File: src/rtl/mesh_term_tx_fifo.sv
// Terminal-side transmit FIFO feeding one mesh router input port.
// First-word-fall-through head with pending/pop handshake, overflow capture and sticky underflow.
module mesh_term_tx_fifo #(
    parameter int unsigned pckg_sz    = 40,
    parameter int unsigned fifo_depth = 4
) (
    input  logic                          clk,
    input  logic                          reset,
    input  logic                          push,
    input  logic [pckg_sz-1:0]            din,
    output logic                          full,
    output logic [$clog2(fifo_depth):0]   count,
    input  logic                          popin,
    output logic                          pndng,
    output logic [pckg_sz-1:0]            data_out,
    output logic                          overflow,
    output logic [pckg_sz-1:0]            ovf_data,
    output logic                          underflow,
    output logic [31:0]                   sent_cnt
);

    localparam int unsigned PW = $clog2(fifo_depth);
    localparam int unsigned CW = $clog2(fifo_depth) + 1;
    localparam logic [PW-1:0] LAST_PTR = PW'(fifo_depth - 1);
    localparam logic [CW-1:0] DEPTH    = CW'(fifo_depth);

    logic [pckg_sz-1:0] mem_q [fifo_depth];

    logic [PW-1:0]      rd_ptr_q, rd_ptr_d;
    logic [PW-1:0]      wr_ptr_q, wr_ptr_d;
    logic [CW-1:0]      count_q, count_d;
    logic               overflow_q, overflow_d;
    logic [pckg_sz-1:0] ovf_data_q, ovf_data_d;
    logic               underflow_q, underflow_d;
    logic [31:0]        sent_cnt_q, sent_cnt_d;

    logic not_empty;
    logic do_pop;
    logic do_push;

    assign not_empty = (count_q != '0);
    assign do_pop    = popin & not_empty;
    // A pop on the same edge frees the slot, so a full FIFO still accepts the push.
    assign do_push   = push & ((count_q < DEPTH) | do_pop);

    always_comb begin
        rd_ptr_d    = rd_ptr_q;
        wr_ptr_d    = wr_ptr_q;
        count_d     = count_q;
        overflow_d  = overflow_q;
        ovf_data_d  = ovf_data_q;
        underflow_d = underflow_q;
        sent_cnt_d  = sent_cnt_q;

        if (do_pop) begin
            rd_ptr_d   = (rd_ptr_q == LAST_PTR) ? '0 : rd_ptr_q + 1'b1;
            sent_cnt_d = sent_cnt_q + 32'd1;
        end

        if (do_push) begin
            wr_ptr_d   = (wr_ptr_q == LAST_PTR) ? '0 : wr_ptr_q + 1'b1;
            overflow_d = 1'b0;
        end else if (push) begin
            overflow_d = 1'b1;
            ovf_data_d = din;
        end

        if (popin && !not_empty) begin
            underflow_d = 1'b1;
        end

        case ({do_push, do_pop})
            2'b10:   count_d = count_q + 1'b1;
            2'b01:   count_d = count_q - 1'b1;
            default: count_d = count_q;
        endcase
    end

    always_ff @(posedge clk or negedge reset) begin
        if (!reset) begin
            rd_ptr_q    <= '0;
            wr_ptr_q    <= '0;
            count_q     <= '0;
            overflow_q  <= 1'b0;
            ovf_data_q  <= '0;
            underflow_q <= 1'b0;
            sent_cnt_q  <= '0;
        end else begin
            rd_ptr_q    <= rd_ptr_d;
            wr_ptr_q    <= wr_ptr_d;
            count_q     <= count_d;
            overflow_q  <= overflow_d;
            ovf_data_q  <= ovf_data_d;
            underflow_q <= underflow_d;
            sent_cnt_q  <= sent_cnt_d;
        end
    end

    // Storage is intentionally left uncleared by reset; only pointers define validity.
    always_ff @(posedge clk) begin
        if (do_push) begin
            mem_q[wr_ptr_q] <= din;
        end
    end

    assign full      = (count_q == DEPTH);
    assign pndng     = not_empty;
    assign count     = count_q;
    assign data_out  = not_empty ? mem_q[rd_ptr_q] : '0;
    assign overflow  = overflow_q;
    assign ovf_data  = ovf_data_q;
    assign underflow = underflow_q;
    assign sent_cnt  = sent_cnt_q;

endmodule

File: config.mk
export PLATFORM = sky130hd
export DESIGN_NAME = mesh_term_tx_fifo
export DESIGN_NICKNAME = d
export VERILOG_FILES = /design/src/rtl/mesh_term_tx_fifo.sv
export SDC_FILE = /design/constraint.sdc
export NUM_CORES = 1
export LEC_CHECK = 0
export ABC_AREA = 0
export ABC_CLOCK_PERIOD_IN_PS = 3600
export BUFFER_PORTS_ARGS = -buffer_cell sky130_fd_sc_hd__buf_2
export CAP_MARGIN = 20
export CORE_MARGIN = 8
export CORE_UTILIZATION = 55
export CTS_CLUSTER_SIZE = 12
export DETAILED_ROUTE_END_ITERATION = 7
export PLACE_DENSITY = 0.87
export SETUP_SLACK_MARGIN = 0.5
export SLEW_MARGIN = 20
export SYNTH_ARGS = -nofsm -noshare
export SYNTH_HDL_FRONTEND = slang
export SYNTH_SLANG_ARGS = --single-unit
File: constraint.sdc
create_clock -name clk -period 3.6 [get_ports clk]
set_input_delay 0.72 -clock clk [delete_from_list [all_inputs] [get_ports clk]]
set_output_delay 0.72 -clock clk [all_outputs]
set_load 0.1 [all_outputs]
Word level (Yosys, flattened, before mapping)
Memory sizes are Yosys's and may differ from the RTL's.
Index checks and enable logic that the tools add are counted.
{"block": "word_totals", "mem_bits_rw": 160, "reg_bits": 81, "inputBits": 44, "out_inout_bits": 119, "elab_cells": 37, "mem_count": 1}
{"block": "op_classes", "bitwise": 4, "reduce_logical": 6, "n_eq_ne": 5, "muxes": 8, "magnitude_cmp": 1, "n_addsub": 5}
{"memory": "mem_q", "words": 4, "word_bits": 40, "read_ports": 1, "rd_ports_with_merged_regs": 0, "write_ports": 1, "line": "27", "text": "logic [pckg_sz-1:0] mem_q [fifo_depth];"}
{"cell": "$mux W40", "count": 1}
{"cell": "$add A32 B1 Y32 const B", "count": 1}
{"cell": "$eq A2 B2 Y1 const B", "count": 3}
{"cell": "$pmux W3 S2", "count": 1}
{"cell": "$add A2 B1 Y2 const B", "count": 2}
{"cell": "$mux W1", "count": 4}
{"cell": "$mux W2", "count": 2}
{"cell": "$reduce_bool A2 Y1", "count": 2}
{"cell": "$add A3 B1 Y3 const B", "count": 1}
{"cell": "$eq A3 B3 Y1 const B", "count": 1}
{"cell": "$lt A3 B3 Y1 const B", "count": 1}
{"cell": "$reduce_bool A3 Y1", "count": 1}
{"cell": "$sub A3 B1 Y3 const B", "count": 1}
{"cell": "$and A1 B1 Y1", "count": 2}
{"cell": "$eq A2 B1 Y1 const B", "count": 1}
{"cell": "$reduce_and A2 Y1", "count": 1}
{"cell": "$logic_and A1 B1 Y1", "count": 1}
{"cell": "$logic_not A1 Y1", "count": 1}
{"cell": "$not A1 Y1", "count": 1}
{"cell": "$or A1 B1 Y1", "count": 1}

Logic depth before layout (Yosys ltp)
{"block": "depth", "ltp_word": 6, "depth_mapped": 9, "ltp_nobuf": 9}

Least setup slack after synthesis
OpenSTA, ideal clock, no wires.
{"block": "synth_timing", "kind": "reg-to-output", "from": "register count_q[0] (netlist: count[0])", "to": "output port data_out[10]", "t_arrival_ps": 2872, "stages_incl_launch_ff": 4, "slack_ps": 8, "required_time_ps": 2880, "cell_sequence": "dfrtp_1 > nor3_1 > clkbuf_1 > nor2b_1"}
{"block": "synth_via", "elab_chain_len": 2}
{"item": "from (decl)", "line": "31", "text": "logic [CW-1:0] count_q, count_d;"}
{"item": "from (signal assigned)", "line": "91", "text": "count_q <= count_d;"}
{"item": "$reduce_bool A3 Y1", "line": "41", "text": "assign not_empty = (count_q != '0);"}
{"item": "$mux W40", "line": "109", "text": "assign data_out = not_empty ? mem_q[rd_ptr_q] : '0;"}
{"item": "to (decl)", "line": "15", "text": "output logic [pckg_sz-1:0] data_out,"}
No other way between the ends.

Final worst setup path
{"block": "layout_timing", "from": "register rd_ptr_q[1]", "to": "output port data_out[20]"}
{"block": "layout_via", "elab_chain_len": 2}
{"item": "from (decl)", "line": "29", "text": "logic [PW-1:0] rd_ptr_q, rd_ptr_d;"}
{"item": "from (signal assigned)", "line": "89", "text": "rd_ptr_q <= rd_ptr_d;"}
{"item": "$mem_v2 Z4 W40"}
{"item": "$mux W40", "line": "109"}
No other way between the ends.

==> reports/results.ini <==
[outcome]
status = complete, no violations

[clock_tree]
cts-root-buf = sky130_fd_sc_hd__clkbuf_16
tritoncts.num_buffers = 25
cts_hold_repair.buffers = 0
tritoncts_clock_tree = done
clk_pin_slew_ns = 0.06
cts.sinks = 241
htreeDepth = 1
worst_skew_pair.late_latency_ns = 0.50
ctsLongestPathBuffers = 3

[worst_setup_path]
crit_chain = buf_12 > mux4_2 > nor2b_1 > buf_2
family_of_cells_with_the_greatest_summed_delay_on_the_critical_path = buffers and inverters
critical_path_arrival_ns = 2.22
buf_inv_stages_crit_path = 2
crit_type = reg2out
critPathCaptureType = output port
critPathRequiredTime_ns = 2.88
critical-path-slowest-cell = sky130_fd_sc_hd__dfrtp_4
cp_launch_type = flip-flop
r2r_slack_ns = 1.20
critPathMaxStageDelay_ns = 0.61
rr_worst_depth = 8
reg2reg_from = count[2]
critPathMaxFanout = 25
regToRegEndpoint = count[2]

[grt]
grt_util_all_layers = 0.1839
global_route.overflow_total = 0
initial_antenna_violation_count = 0
via_count_of_the_first_global_routing_pass = 5844
grt_first_pass_wirelength_um = 31400
pin_count_of_the_biggest_net_entering_global_routing = 82

[sta]
fin_crit_ns = 2.941
fin_crit_sh = 0.8170
finalSetupViolations = 0
final-max-slew-violation-count = 0
timing.final.ws_setup_ns = 0.6587
hold_violations_final = 0
relSlewSlack = 0.2871
rsz0062_at_grt = no
timing_worst_slew_pin_value_ns = 1.069
setup_total_negative_slack_ns = 0
achievable-frequency_ghz = 0.3400
clock-skew-final_ns = 0.01344

[floorplan]
io_pins = 163
coreArea_um2 = 17060
placementRows = 48
dieWidth_um = 147.2
die_area_um2 = 21650
start_util = 0.5547
chipHeight_um = 147.2

[logic_synthesis]
synth_area_leader_cell = sky130_fd_sc_hd__edfxtp_1
postSynthNetCount = 565
synth-seq-cells = 241
yosysWarnings = 0
synth.yosys.seq_area_share = 0.7221
ys.flop_type = sky130_fd_sc_hd__edfxtp_1
synth.lib_cells_used.distinct = 31
ys_top_cells_by_area = sky130_fd_sc_hd__edfxtp_1 (51%), sky130_fd_sc_hd__dfrtp_1 (21%), sky130_fd_sc_hd__mux4_2 (9.5%)
async_flop_share = 0.3361
postSynthCellCount = 513
synth_edf_count = 160
syn-mean-instance-area_um2 = 18.44
synth_area_um2 = 9460
synth_top_area_frac = 0.5079

[drt]
post_drt_wl_per_cell_um = 21.25
vias_per_cell = 5.611
postRouteWirelength_um = 19890
firstDrtPassIters = 4
drc = 0
dr.first_iter.drc_count = 364
detailroute.via_count = 5252
final_antenna_net_count = 0

[placed_design]
dpl.hpwl_um = 12790
port-buffer-count = 162
place_ws_ns = 0.7641
gpl.final_weighted_congestion = 0.7686

[final_layout]
antenna-diode-count = 0
final_nets = 746
synthToLayoutAreaGrowth_pct = 20.18
drive_above_1_share = 0.4149

[worst_hold_path]
hold_class = in2async

[run]
maxCapViolations = 0

## flip-flops by register name (all words and copies together) (netlist names)
signal	flops
underflow	1
ovf_data	40
wr_ptr_q	2
sent_cnt	32
count	3
overflow	1
mem_q	160
rd_ptr_q	2
## worst max path at each step
stage / from / end / slack [ns] / depth (start not counted)
4_1_cts: rd_ptr_q[1] / data_out[29] / 0.53 / 4
2_1_floorplan: count[0] / data_out[10] / 0.008 / 3
3_3_place_gp: rd_ptr_q[0] / data_out[33] / 0.78 / 3
3_5_place_dp: rd_ptr_q[0] / data_out[33] / 0.76 / 3
6_report: rd_ptr_q[1] / data_out[20] / 0.66 / 4
5_1_grt: rd_ptr_q[1] / data_out[20] / 0.58 / 4
## cell usage after synthesis, drive strengths merged, types with 8 or more instances
cell,count
mux4,40
xor2,8
nand2,16
and3,9
nor2b,40
edfxtp,160
xnor2,26
mux2,40
nand4,14
buf,14
dfrtp,81
inv,8
nand3,11
## layout by cell type, fill, tap and decap left out, types with 3 or more instances in the layout
cell,n
sky130_fd_sc_hd__clkbuf_16,25
sky130_fd_sc_hd__inv_1,8
sky130_fd_sc_hd__xor2_1,8
sky130_fd_sc_hd__and3_2,4
sky130_fd_sc_hd__nor3_1,4
sky130_fd_sc_hd__nand2_1,16
sky130_fd_sc_hd__buf_4,8
sky130_fd_sc_hd__buf_12,3
sky130_fd_sc_hd__nor2_1,7
sky130_fd_sc_hd__xnor2_1,26
sky130_fd_sc_hd__and3_1,5
sky130_fd_sc_hd__ha_1,7
sky130_fd_sc_hd__dfrtp_1,79
sky130_fd_sc_hd__nor2b_1,40
sky130_fd_sc_hd__and4_1,3
sky130_fd_sc_hd__mux2_2,40
sky130_fd_sc_hd__clkinv_2,3
sky130_fd_sc_hd__nand4_1,14
sky130_fd_sc_hd__mux4_2,40
sky130_fd_sc_hd__and2_1,5
sky130_fd_sc_hd__buf_2,161
sky130_fd_sc_hd__nand3_1,11
sky130_fd_sc_hd__edfxtp_1,160
sky130_fd_sc_hd__clkbuf_1,12
## cells by family (layout without fill, tap and decap cells)
group	Yosys count	in the layout	share of synthesized area
compound gates	5	5	0.004893
xor+xnor	34	34	0.03148
fa+ha+maj	8	8	0.01137
buf+inv	28	226	0.01283
flops	241	241	0.7221
mux	81	81	0.1439
simple gates	116	116	0.07340
## area by class of cell
class	instances	area [um2]
clock buffer	38	684.4
sequential	241	6839
fill	1189	5687
timing repair buffer	174	964.7
inverter	8	30.03
multi-input combinational	244	2517
tap	225	281.5
clock inverter	6	52.55
## metal layers
layer,track usage,part of all wire
met1,0.2237,0.40
met2,0.3135,0.50
met3,0.05875,0.084
met4,0.04488,0.018
met5,0,0
## through the flow
stage                     area (um2)  instances    util  hold WS [ns]
after floorplan                 9460        513       -        0.4244
after global placement         10560        889  0.6191        0.4390
after detailed placement       10560        889  0.6191        0.4476
after CTS                      11360        936  0.6662        0.4302
after global routing           11370        936  0.6666        0.3340
final                          11370        936  0.6666        0.2772
## timing repair
item,4_1_cts,5_1_grt
setup endpoints to repair,40,6
buffers inserted,3,0
gates resized for setup,0,1
Power is left out: the tool's default activity adds up to more than one toggle a clock period on the data nets, which glitch-free logic cannot reach.
